**src/rtl/mdu_pkg.sv**
```systemverilog
`default_nettype none
// ============================================================================
//  Module      : mdu_pkg
//  Description : Shared constants for the RV32M multiply/divide sequencer:
//                default operand width, funct3 op codes, FSM state encoding
//                and a helper to classify divide-family ops.
//  Revision    : 1.0 - initial release
// ============================================================================
package mdu_pkg;

    localparam int MDU_XLEN = 32;

    // M-extension funct3 op codes
    localparam logic [2:0] F3_MUL    = 3'b000;
    localparam logic [2:0] F3_MULH   = 3'b001;
    localparam logic [2:0] F3_MULHSU = 3'b010;
    localparam logic [2:0] F3_MULHU  = 3'b011;
    localparam logic [2:0] F3_DIV    = 3'b100;
    localparam logic [2:0] F3_DIVU   = 3'b101;
    localparam logic [2:0] F3_REM    = 3'b110;
    localparam logic [2:0] F3_REMU   = 3'b111;

    // Sequencer state encoding
    localparam logic [1:0] ST_IDLE = 2'd0;
    localparam logic [1:0] ST_CALC = 2'd1;
    localparam logic [1:0] ST_DONE = 2'd2;

    // All divide/remainder ops have funct3[2] set
    function automatic logic is_div(input logic [2:0] funct3);
        return funct3[2];
    endfunction

endpackage
`default_nettype wire

```
**src/rtl/mdu_divstep.sv**
```systemverilog
`default_nettype none
// ============================================================================
//  Module      : mdu_divstep
//  Description : One combinational restoring-divide iteration. Shifts the
//                next dividend bit into the partial remainder and subtracts
//                the divisor when it fits.
//  Revision    : 1.0 - initial release
// ============================================================================
module mdu_divstep #(
    parameter int W = 32
) (
    input  logic [W-1:0] i_rem,
    input  logic         i_dividend_bit,
    input  logic [W-1:0] i_divisor,
    output logic [W-1:0] o_rem,
    output logic         o_quo_bit
);

    logic [W:0] w_shifted;

    // Trial subtract; the partial remainder is always below the divisor, so
    // the difference fits in W bits whenever the subtraction succeeds.
    always_comb begin
        w_shifted = {i_rem, i_dividend_bit};
        o_quo_bit = (w_shifted >= {1'b0, i_divisor});
        o_rem     = o_quo_bit ? (w_shifted[W-1:0] - i_divisor) : w_shifted[W-1:0];
    end

endmodule
`default_nettype wire

```
**src/rtl/mdu_seq_unit.sv**
```systemverilog
`default_nettype none
// ============================================================================
//  Module      : mdu_seq_unit
//  Description : Iterative RV32M multiply/divide sequencer. Shift-add
//                multiply and restoring divide on operand magnitudes, with
//                sign fix-up on entry to DONE. Result is held until taken.
//                Optional macro MDU_FAST_MUL_EN: single-cycle multiplier for
//                MUL* ops (divide path unchanged).
//  Revision    : 1.0 - initial release
// ============================================================================
module mdu_seq_unit
    import mdu_pkg::*;
#(
    parameter int XLEN = MDU_XLEN
) (
    input  logic            iClk,
    input  logic            iRstN,
    input  logic            iReqValid,
    output logic            oReqReady,
    input  logic [2:0]      iFunct3,
    input  logic [XLEN-1:0] iOpA,
    input  logic [XLEN-1:0] iOpB,
    input  logic            iFlush,
    output logic            oRespValid,
    input  logic            iRespReady,
    output logic [XLEN-1:0] oResult
);

    localparam int              CW       = $clog2(XLEN);
    localparam logic [CW-1:0]   CNT_LAST = CW'(XLEN - 1);
    localparam logic [XLEN-1:0] INT_MIN  = {1'b1, {(XLEN-1){1'b0}}};

    logic [1:0]        state_q,  state_d;
    logic [2:0]        funct3_q, funct3_d;
    logic              sa_q, sa_d, sb_q, sb_d;
    logic [CW-1:0]     cnt_q, cnt_d;
    logic [XLEN-1:0]   b_q, b_d;          // multiplicand / divisor magnitude
    logic [2*XLEN-1:0] prod_q, prod_d;    // {accumulator, multiplier}
    logic [XLEN-1:0]   quo_q, quo_d;      // dividend shifting out, quotient in
    logic [XLEN-1:0]   rem_q, rem_d;
    logic [XLEN-1:0]   result_q, result_d;

    // Operand decode at accept
    logic            w_a_signed, w_b_signed, w_a_neg, w_b_neg;
    logic [XLEN-1:0] w_a_mag, w_b_mag;
    logic            w_div0, w_ovf, w_fast, w_short;

    assign w_a_signed = (iFunct3 == F3_MULH) || (iFunct3 == F3_MULHSU) ||
                        (iFunct3 == F3_DIV)  || (iFunct3 == F3_REM);
    assign w_b_signed = (iFunct3 == F3_MULH) || (iFunct3 == F3_DIV) || (iFunct3 == F3_REM);
    assign w_a_neg    = w_a_signed & iOpA[XLEN-1];
    assign w_b_neg    = w_b_signed & iOpB[XLEN-1];
    assign w_a_mag    = w_a_neg ? -iOpA : iOpA;
    assign w_b_mag    = w_b_neg ? -iOpB : iOpB;
    assign w_div0     = is_div(iFunct3) && (iOpB == '0);
    assign w_ovf      = ((iFunct3 == F3_DIV) || (iFunct3 == F3_REM)) &&
                        (iOpA == INT_MIN) && (iOpB == '1);
`ifdef MDU_FAST_MUL_EN
    assign w_fast     = !is_div(iFunct3);
`else
    assign w_fast     = 1'b0;
`endif
    assign w_short    = w_div0 | w_ovf | w_fast;

    // Iteration datapath
    logic [XLEN:0]     w_mul_sum;
    logic [2*XLEN-1:0] w_prod_step;
    logic [XLEN-1:0]   w_rem_nxt;
    logic              w_qbit;

    assign w_mul_sum   = {1'b0, prod_q[2*XLEN-1:XLEN]} + (prod_q[0] ? {1'b0, b_q} : '0);
    assign w_prod_step = {w_mul_sum, prod_q[XLEN-1:1]};

    mdu_divstep #(.W(XLEN)) u_divstep (
        .i_rem          (rem_q),
        .i_dividend_bit (quo_q[XLEN-1]),
        .i_divisor      (b_q),
        .o_rem          (w_rem_nxt),
        .o_quo_bit      (w_qbit)
    );

`ifdef MDU_FAST_MUL_EN
    logic [2*XLEN-1:0] w_fast_prod;
    assign w_fast_prod = {{XLEN{1'b0}}, w_a_mag} * {{XLEN{1'b0}}, w_b_mag};
`endif

    // Apply operand signs to the magnitude results and select the output word
    function automatic logic [XLEN-1:0] fixup(input logic [2:0]        f3,
                                               input logic [2*XLEN-1:0] prod,
                                               input logic [XLEN-1:0]   quo,
                                               input logic [XLEN-1:0]   rem,
                                               input logic              sa,
                                               input logic              sb);
        logic [2*XLEN-1:0] p_s;
        logic [XLEN-1:0]   q_s, r_s;
        p_s = (sa ^ sb) ? -prod : prod;
        q_s = (sa ^ sb) ? -quo  : quo;
        r_s = sa ? -rem : rem;
        case (f3)
            F3_MUL:                        fixup = p_s[XLEN-1:0];
            F3_MULH, F3_MULHSU, F3_MULHU:  fixup = p_s[2*XLEN-1:XLEN];
            F3_DIV, F3_DIVU:               fixup = q_s;
            F3_REM, F3_REMU:               fixup = r_s;
            default:                       fixup = '0;
        endcase
    endfunction

    // State and datapath registers, cleared by asynchronous reset
    always_ff @(posedge iClk or negedge iRstN) begin
        if (!iRstN) begin
            state_q  <= ST_IDLE;
            funct3_q <= '0;
            sa_q     <= 1'b0;
            sb_q     <= 1'b0;
            cnt_q    <= '0;
            b_q      <= '0;
            prod_q   <= '0;
            quo_q    <= '0;
            rem_q    <= '0;
            result_q <= '0;
        end else begin
            state_q  <= state_d;
            funct3_q <= funct3_d;
            sa_q     <= sa_d;
            sb_q     <= sb_d;
            cnt_q    <= cnt_d;
            b_q      <= b_d;
            prod_q   <= prod_d;
            quo_q    <= quo_d;
            rem_q    <= rem_d;
            result_q <= result_d;
        end
    end

    // Next-state logic; flush overrides every other input
    always_comb begin
        state_d = state_q;
        if (iFlush) begin
            state_d = ST_IDLE;
        end else begin
            case (state_q)
                ST_IDLE: if (iReqValid) state_d = w_short ? ST_DONE : ST_CALC;
                ST_CALC: if (cnt_q == CNT_LAST) state_d = ST_DONE;
                ST_DONE: if (iRespReady) state_d = ST_IDLE;
                default: state_d = ST_IDLE;
            endcase
        end
    end

    // Datapath: operand capture at accept, one iteration per CALC cycle
    always_comb begin
        funct3_d = funct3_q;
        sa_d     = sa_q;
        sb_d     = sb_q;
        cnt_d    = cnt_q;
        b_d      = b_q;
        prod_d   = prod_q;
        quo_d    = quo_q;
        rem_d    = rem_q;
        result_d = result_q;
        if (!iFlush) begin
            case (state_q)
                ST_IDLE: begin
                    if (iReqValid) begin
                        funct3_d = iFunct3;
                        sa_d     = w_a_neg;
                        sb_d     = w_b_neg;
                        cnt_d    = '0;
                        b_d      = w_b_mag;
                        rem_d    = '0;
                        if (is_div(iFunct3)) begin
                            quo_d  = w_a_mag;
                            prod_d = '0;
                        end else begin
                            quo_d  = '0;
                            prod_d = {{XLEN{1'b0}}, w_a_mag};
                        end
                        if (w_div0) begin
                            result_d = iFunct3[1] ? iOpA : '1;
                        end else if (w_ovf) begin
                            result_d = iFunct3[1] ? '0 : INT_MIN;
                        end
`ifdef MDU_FAST_MUL_EN
                        else if (w_fast) begin
                            result_d = fixup(iFunct3, w_fast_prod, '0, '0, w_a_neg, w_b_neg);
                        end
`endif
                    end
                end
                ST_CALC: begin
                    cnt_d = cnt_q + CW'(1);
                    if (is_div(funct3_q)) begin
                        quo_d = {quo_q[XLEN-2:0], w_qbit};
                        rem_d = w_rem_nxt;
                    end else begin
                        prod_d = w_prod_step;
                    end
                    if (cnt_q == CNT_LAST) begin
                        result_d = fixup(funct3_q, prod_d, quo_d, rem_d, sa_q, sb_q);
                    end
                end
                default: ;
            endcase
        end
    end

    // Handshake outputs decoded from the current state
    always_comb begin
        oReqReady  = (state_q == ST_IDLE);
        oRespValid = (state_q == ST_DONE);
        oResult    = result_q;
    end

endmodule
`default_nettype wire

```
**config.mk**
```make
export PLATFORM = sky130hd
export DESIGN_NAME = mdu_seq_unit
export DESIGN_NICKNAME = d
export VERILOG_FILES = /design/src/rtl/mdu_pkg.sv /design/src/rtl/mdu_divstep.sv /design/src/rtl/mdu_seq_unit.sv
export SDC_FILE = /design/constraint.sdc
export NUM_CORES = 1
export LEC_CHECK = 0
export CORE_MARGIN = 2
export CORE_UTILIZATION = 35
export CTS_BUF_LIST = sky130_fd_sc_hd__clkbuf_4 sky130_fd_sc_hd__clkbuf_8
export DETAILED_ROUTE_END_ITERATION = 7
export RECOVER_POWER = 50
export SYNTH_ARGS = -nofsm -noshare
export SYNTH_HDL_FRONTEND = slang
export SYNTH_SLANG_ARGS = --single-unit
```
**constraint.sdc**
```tcl
create_clock -name iClk -period 5.61 [get_ports iClk]
set_clock_uncertainty 0.2 [all_clocks]
set_input_delay 1.4025 -clock iClk [delete_from_list [all_inputs] [get_ports iClk]]
set_output_delay 1.4025 -clock iClk [all_outputs]
set_load 0.05 [all_outputs]
```
After elaboration in Yosys (flattened, before gate mapping)
Cells that the tools add are included.
{"block": "word_totals", "ff_bits": 204, "inputBits": 72, "output_inout_bits": 34, "word_cells": 106}
{"block": "classes", "n_addsub": 8, "magnitude_cmp": 1, "n_eq_ne": 22, "n_mux": 40, "bitwise": 5, "reduce_logical": 20}
{"op": "$mux 32", "count": 22}
{"op": "$mux 64", "count": 5}
{"op": "$pmux 32 s2", "count": 3}
{"op": "$neg 32->32", "count": 4}
{"op": "$pmux 32 s4", "count": 1}
{"op": "$pmux 64 s2", "count": 1}
{"op": "$eq 32x32->1 const B", "count": 2}
{"op": "$neg 64->64", "count": 1}
{"op": "$add 32x32->33", "count": 1}
{"op": "$ge 33x32->1", "count": 1}
{"op": "$logic_not 32->1", "count": 1}
{"op": "$sub 32x32->32", "count": 1}
{"op": "$eq 3x3->1 const B", "count": 6}
{"op": "$mux 2", "count": 5}
{"op": "$pmux 5 s2", "count": 1}
{"op": "$eq 3x2->1 const B", "count": 3}
{"op": "$reduce_and 3->1", "count": 3}
{"op": "$eq 3x1->1 const B", "count": 2}
{"op": "$logic_or 1x1->1", "count": 6}
{"op": "$ne 3x2->1 const B", "count": 2}
{"op": "$pmux 2 s3", "count": 1}
{"op": "$add 5x1->5 const B", "count": 1}
{"op": "$eq 5x5->1 const B", "count": 1}
{"op": "$mux 5", "count": 1}
{"op": "16 further kinds", "count": 21}

Depth between registers and ports, before layout
{"block": "logic_depth", "ltp_word": 10, "ltp_mapped": 24, "mapped_depth_nobuf": 19}

Hierarchy
Synthesis repeated with hierarchy kept, for this count alone.
{"block": "hier_totals", "cells_unflattened": 2513, "area_unflattened_um2": 19466.2}
{"mod": "mdu_seq_unit", "instances": 1, "cells_per_inst": 2190, "area_each_um2": 17135.2, "seq_area_each_um2": 5104.9}
{"mod": "mdu_divstep", "instances": 1, "cells_per_inst": 323, "area_each_um2": 2331.0, "seq_area_each_um2": 0.0}

Least setup slack after synthesis
No wires, ideal clock.
{"block": "synth_timing", "kind": "flip-flop to flip-flop", "start": "register funct3_q[2]", "end": "register result_q[24] (netlist: oResult[24])", "setup_ps": 132, "arrival_time_ps": 5266, "t_required_ps": 5278, "path_slack_ps": 12, "path_stages_with_launch": 25, "n_path_buf": 10, "synth_period_minus_slack_ps": 5598, "cell_sequence": "dfrtp_1 buf_6 buf_2 buf_2 buf_2 buf_1 buf_2 buf_2 buf_2 buf_1 buf_2 mux2i_1 ha_1 nand3_1 or4_4 or2_4 nor3_4 nand4_1 nand3b_4 nor4_4 nand3_1 mux2i_1 nor2_1 a2111oi_0 nor2_1"}
{"block": "synth_via", "elab_chain_len": 8, "word_cells_on_any_way": 29, "classes_between": "3 x add/sub; 7 x eq/ne; 15 x mux; 4 x reduce/logical"}
{"element": "start, declared", "line": "mdu_seq_unit.sv:34", "text": "logic [2:0] funct3_q, funct3_d;"}
{"element": "start signal, assigned", "line": "mdu_seq_unit.sv:123", "text": "funct3_q <= funct3_d;"}
{"element": "$mux 64 or $mux 32 (tied branches)", "line": "mdu_seq_unit.sv:192", "text": "if (is_div(funct3_q)) begin"}
{"element": "$mux 64 or $mux 32 (tied branches)", "line": "mdu_seq_unit.sv:162", "text": "case (state_q)"}
{"element": "$mux 64 or $mux 32 (tied branches)", "line": "mdu_seq_unit.sv:161", "text": "if (!iFlush) begin"}
{"element": "$neg 64->64 (tied with other cells)", "line": "mdu_seq_unit.sv:96", "text": "p_s = (sa ^ sb) ? -prod : prod;"}
{"element": "$mux 64 (tied with other cells)", "line": "mdu_seq_unit.sv:96"}
{"element": "$pmux 32 s4 *", "line": "mdu_seq_unit.sv:99", "text": "case (f3)"}
{"element": "$mux 32 *", "line": "mdu_seq_unit.sv:198", "text": "if (cnt_q == CNT_LAST) begin"}
{"element": "$pmux 32 s2 *", "line": "mdu_seq_unit.sv:162"}
{"element": "end signal, assigned", "line": "mdu_seq_unit.sv:131", "text": "result_q <= result_d;"}
{"element": "end, declared", "line": "mdu_seq_unit.sv:41", "text": "logic [XLEN-1:0] result_q, result_d;"}
Mark *: on every way between the ends. The rest lies on a longest branch, timed or not. The select of a mux whose other input is x is not followed.
A chain may end at the register's enable or synchronous reset.

Worst setup path after layout
{"block": "layout_timing", "start": "input iReqValid", "end": "register prod_q[0]"}
{"block": "layout_via", "elab_chain_len": 2}
{"element": "start, declared", "line": "mdu_seq_unit.sv:18", "text": "input logic iReqValid,"}
{"element": "$ne 2x2->1 (no line)"}
{"element": "$reduce_and 3->1 (no line)"}
{"element": "end signal, assigned", "line": "mdu_seq_unit.sv:128", "text": "prod_q <= prod_d;"}
{"element": "end, declared", "line": "mdu_seq_unit.sv:38", "text": "logic [2*XLEN-1:0] prod_q, prod_d;"}
No other way between the ends.

==> metrics.txt <==
status=complete, but fails checks; violated checks=capacitance limit, slew limit; cell area after synthesis=0.01983 mm2; RSZ-0062 raised after global routing=false; hold path startpoint=cnt_q[4]$_DFFE_PN0P_; chip height=242.0 um; layout cell share with drive strength beyond 1=0.09755; Crit Path Max Fanout=76; Critical Path RT=approximately 6 ns; vias in the first global route=20,410; final net count=about 2,900; pwr/cell area=about 420 mW/mm2; first-pass GRT wire length=132,600 um; Area contributors post-synth=dfrtp_1 (26%), a21oi_1 (5.5%), nand2_1 (5.3%), xnor2_1 (5.2%), nor2_1 (5.0%); final setup violation count=0; Yosys Warn Count=0; initial antenna violation count=5; Post-synth ARST share=1.000; crit path capture type=register; setup TNS=0 ns; CTS Buffer Depth=3; commonest non-fill, non-tap cells in the layout=nand2_1 (281), nor2_1 (263), a21oi_1 (217), dfrtp_1 (203), o21ai_0 (192); Final ANT Viol Nets=0; CTS Root Cell=clkbuf_8; Initial Util=0.3531; DR pass1 iterations=5; most used cell, CP=o21ai_0; post-synth top area cell=dfrtp_1; HPWL Detailed=67,480 um; Syn Nets=2,761; DR vias/cell=6.200; CTS Buf Count=44; Least-Margin Pin Slew=3.211 ns; final wirelength=just under 90,000 um; # DRC=0; H-tree Lvls=2; slowest cell delay on critical path=approximately 2.1 ns; leading cell type in the layout, fill and taps excluded=nand2_1; overall power=between 9000 and 10,000 uW; #FFs+latches synth=slightly above 200; top-level I/O count=106; top-area cell type share of the netlist area=0.2574; Hold Path Class=reg2reg; Final min period=around 5.5 ns; # rows=87; final worst-path cycle share=0.9884; grt total ovfl=0; slowest stage cell on the critical path=o21ai_0; worst path arrival time=5.78 ns; clk sinks=a little over 200; Final Wtd Congestion=1.035; die area=0.05859 mm2; 1st-iter DRT viols=between 2,000 and 3,000; Worst VDD drop=190.2 uV; Fmax=0.1803 GHz; Static Leakage=about 0.0094 uW; routed len/inst=25.43 um; predominant post-synthesis flop cell=dfrtp_1; GRT Util Overall=0.2934; worst setup path start=iReqValid; mean post-synth cell area=7.584 um2; core area=0.05617 mm2; pin count of the biggest net entering global routing=138; Post-synth EDFFs=0; design area=around 0.023 mm2; Max Transition Viols Final=around 190; post-synthesis sequential area ratio=0.2574; Max-Cap Viols=3; final hold viol count=0; PortBufs=105; Gate Count Post-Synth=2,615; vias=21,670; clk_lat worst skew=0.63 ns; R2R Path Start=b_q[7]$_DFFE_PN0P_; clock slew at reported path FFs=0.06 ns; Slew Limit Headroom=-1.140; crit-path cells=dlygate4sd3_1 -> o21ai_0 -> clkbuf_4 -> o21ai_0; placed standard-cell area=0.02208 mm2; DIE WIDTH=242.0 um; Worst Setup Path Type=in2reg; unique cell type count in the Yosys netlist=102; CTS tree=done; P&R area growth vs syn=16.25%; critical path launch point type=input port; fin util=0.4105; post-CTS setup buffer count=0
==> registers in the layout, summed over array words and instances, names as in the netlist, 2 cells and up <==
register and cells:
oResult 32, prod_q 64, cnt_q 5, b_q 32
state_q 2, quo_q 32, funct3_q 3, rem_q 32
==> Yosys cell counts, drive strengths merged, types with 7 or more instances <==
cell,instances
dfrtp,204
a31oi,56
nand3,54
nand2b,24
xor2,87
nand2,282
o21ai,204
and4,11
o211ai,30
o31ai,38
a22oi,7
nor3b,7
a221oi,15
a211oi,27
nand4,39
or2,11
a311oi,10
and3,16
o41ai,9
a2111oi,18
a211o,9
and2,44
clkbuf,122
a22o,36
nor3,74
o221ai,29
nor4,32
a21o,37
a41oi,10
o21a,37
buf,49
or3,25
nor2b,17
or4,14
ha,72
a21boi,7
o22ai,25
inv,97
xnor2,117
mux2i,29
nor2,265
a21oi,222
mux2,10
==> per-stage QoR <==
stage                     std cells  setup slack, ns  hold WS (ns)
final                          3495          0.06500        0.2936
after global routing           3494          0.09094        0.3337
after CTS                      3493           0.2414        0.3021
after detailed placement       3415           0.2185        0.2879
after global placement         3415           0.2785        0.2638
after floorplan                2615          0.01229        0.2453
==> worst max-delay path, delay by kind of cell <==
family	cells	cell delay (ns)
AO/OA/AOI/OAI	2	2.34
buffers and inverters	2	1.84
==> logic make-up (layout without fill, tap and decap cells) <==
| group | Yosys count | after routing | synth area share |
|---|---|---|---|
| and+or+nand+nor | 938 | 938 | 0.2305 |
| AOI/OAI and AO/OA | 886 | 886 | 0.2994 |
| buffers and inverters | 270 | 392 | 0.05489 |
| xor gates and xnor gates | 204 | 204 | 0.09009 |
| DFF | 204 | 204 | 0.2574 |
| adders and majority gates | 74 | 74 | 0.04744 |
| muxes | 39 | 39 | 0.02031 |
| other | 0 | 2 | 0 |
==> metal layers <==
| metal | up-vias | track usage | wire [um] | share of wire |
|---|---|---|---|---|
| li1 | 9791 | - | - | - |
| met1 | 10650 | 0.3964 | 37720 | 0.42 |
| met2 | 1032 | 0.4618 | 39700 | 0.45 |
| met3 | 198 | 0.06104 | 7699 | 0.087 |
| met4 | 4 | 0.1068 | 3734 | 0.042 |
| met5 | - | 0 | 27 | 0.00030 |
==> final timing paths <==
kind	depth (start not counted)	end	slack [ns]
min	2	cnt_q[4]$_DFFE_PN0P_	0.29
max in group asynchronous	2	b_q[25]$_DFFE_PN0P_	1.40
max reg2reg	20	oResult[24]$_DFFE_PN0P_	0.17
min reg2reg	2	cnt_q[4]$_DFFE_PN0P_	0.29
max	4	prod_q[0]$_DFFE_PN0P_	0.07
min in group asynchronous	1	quo_q[16]$_DFFE_PN0P_	1.49
==> report_power, final <==
group          internal (uW)  switching, uW
Sequential              1810            506
Clock                   1110            779
Combinational           1900           3530
Total                   4820           4810
==> repair_timing <==
action,in CTS,in global routing
gates resized for setup,0,6
hold buffers,0,0
setup endpoints to repair,0,8
==> layout make-up <==
type                    instances  area (um2)
diodes                          2       5.005
clock buffers                  72       909.6
clock inverters                 6       80.08
fillers                      5765       33110
inverters                      98       367.9
multi-input cells            2141       13700
flip-flops and latches        204        5109
well taps                     756       945.9
repair buffers                216        1936
No activity file was read; power rests on OpenSTA's default activity.
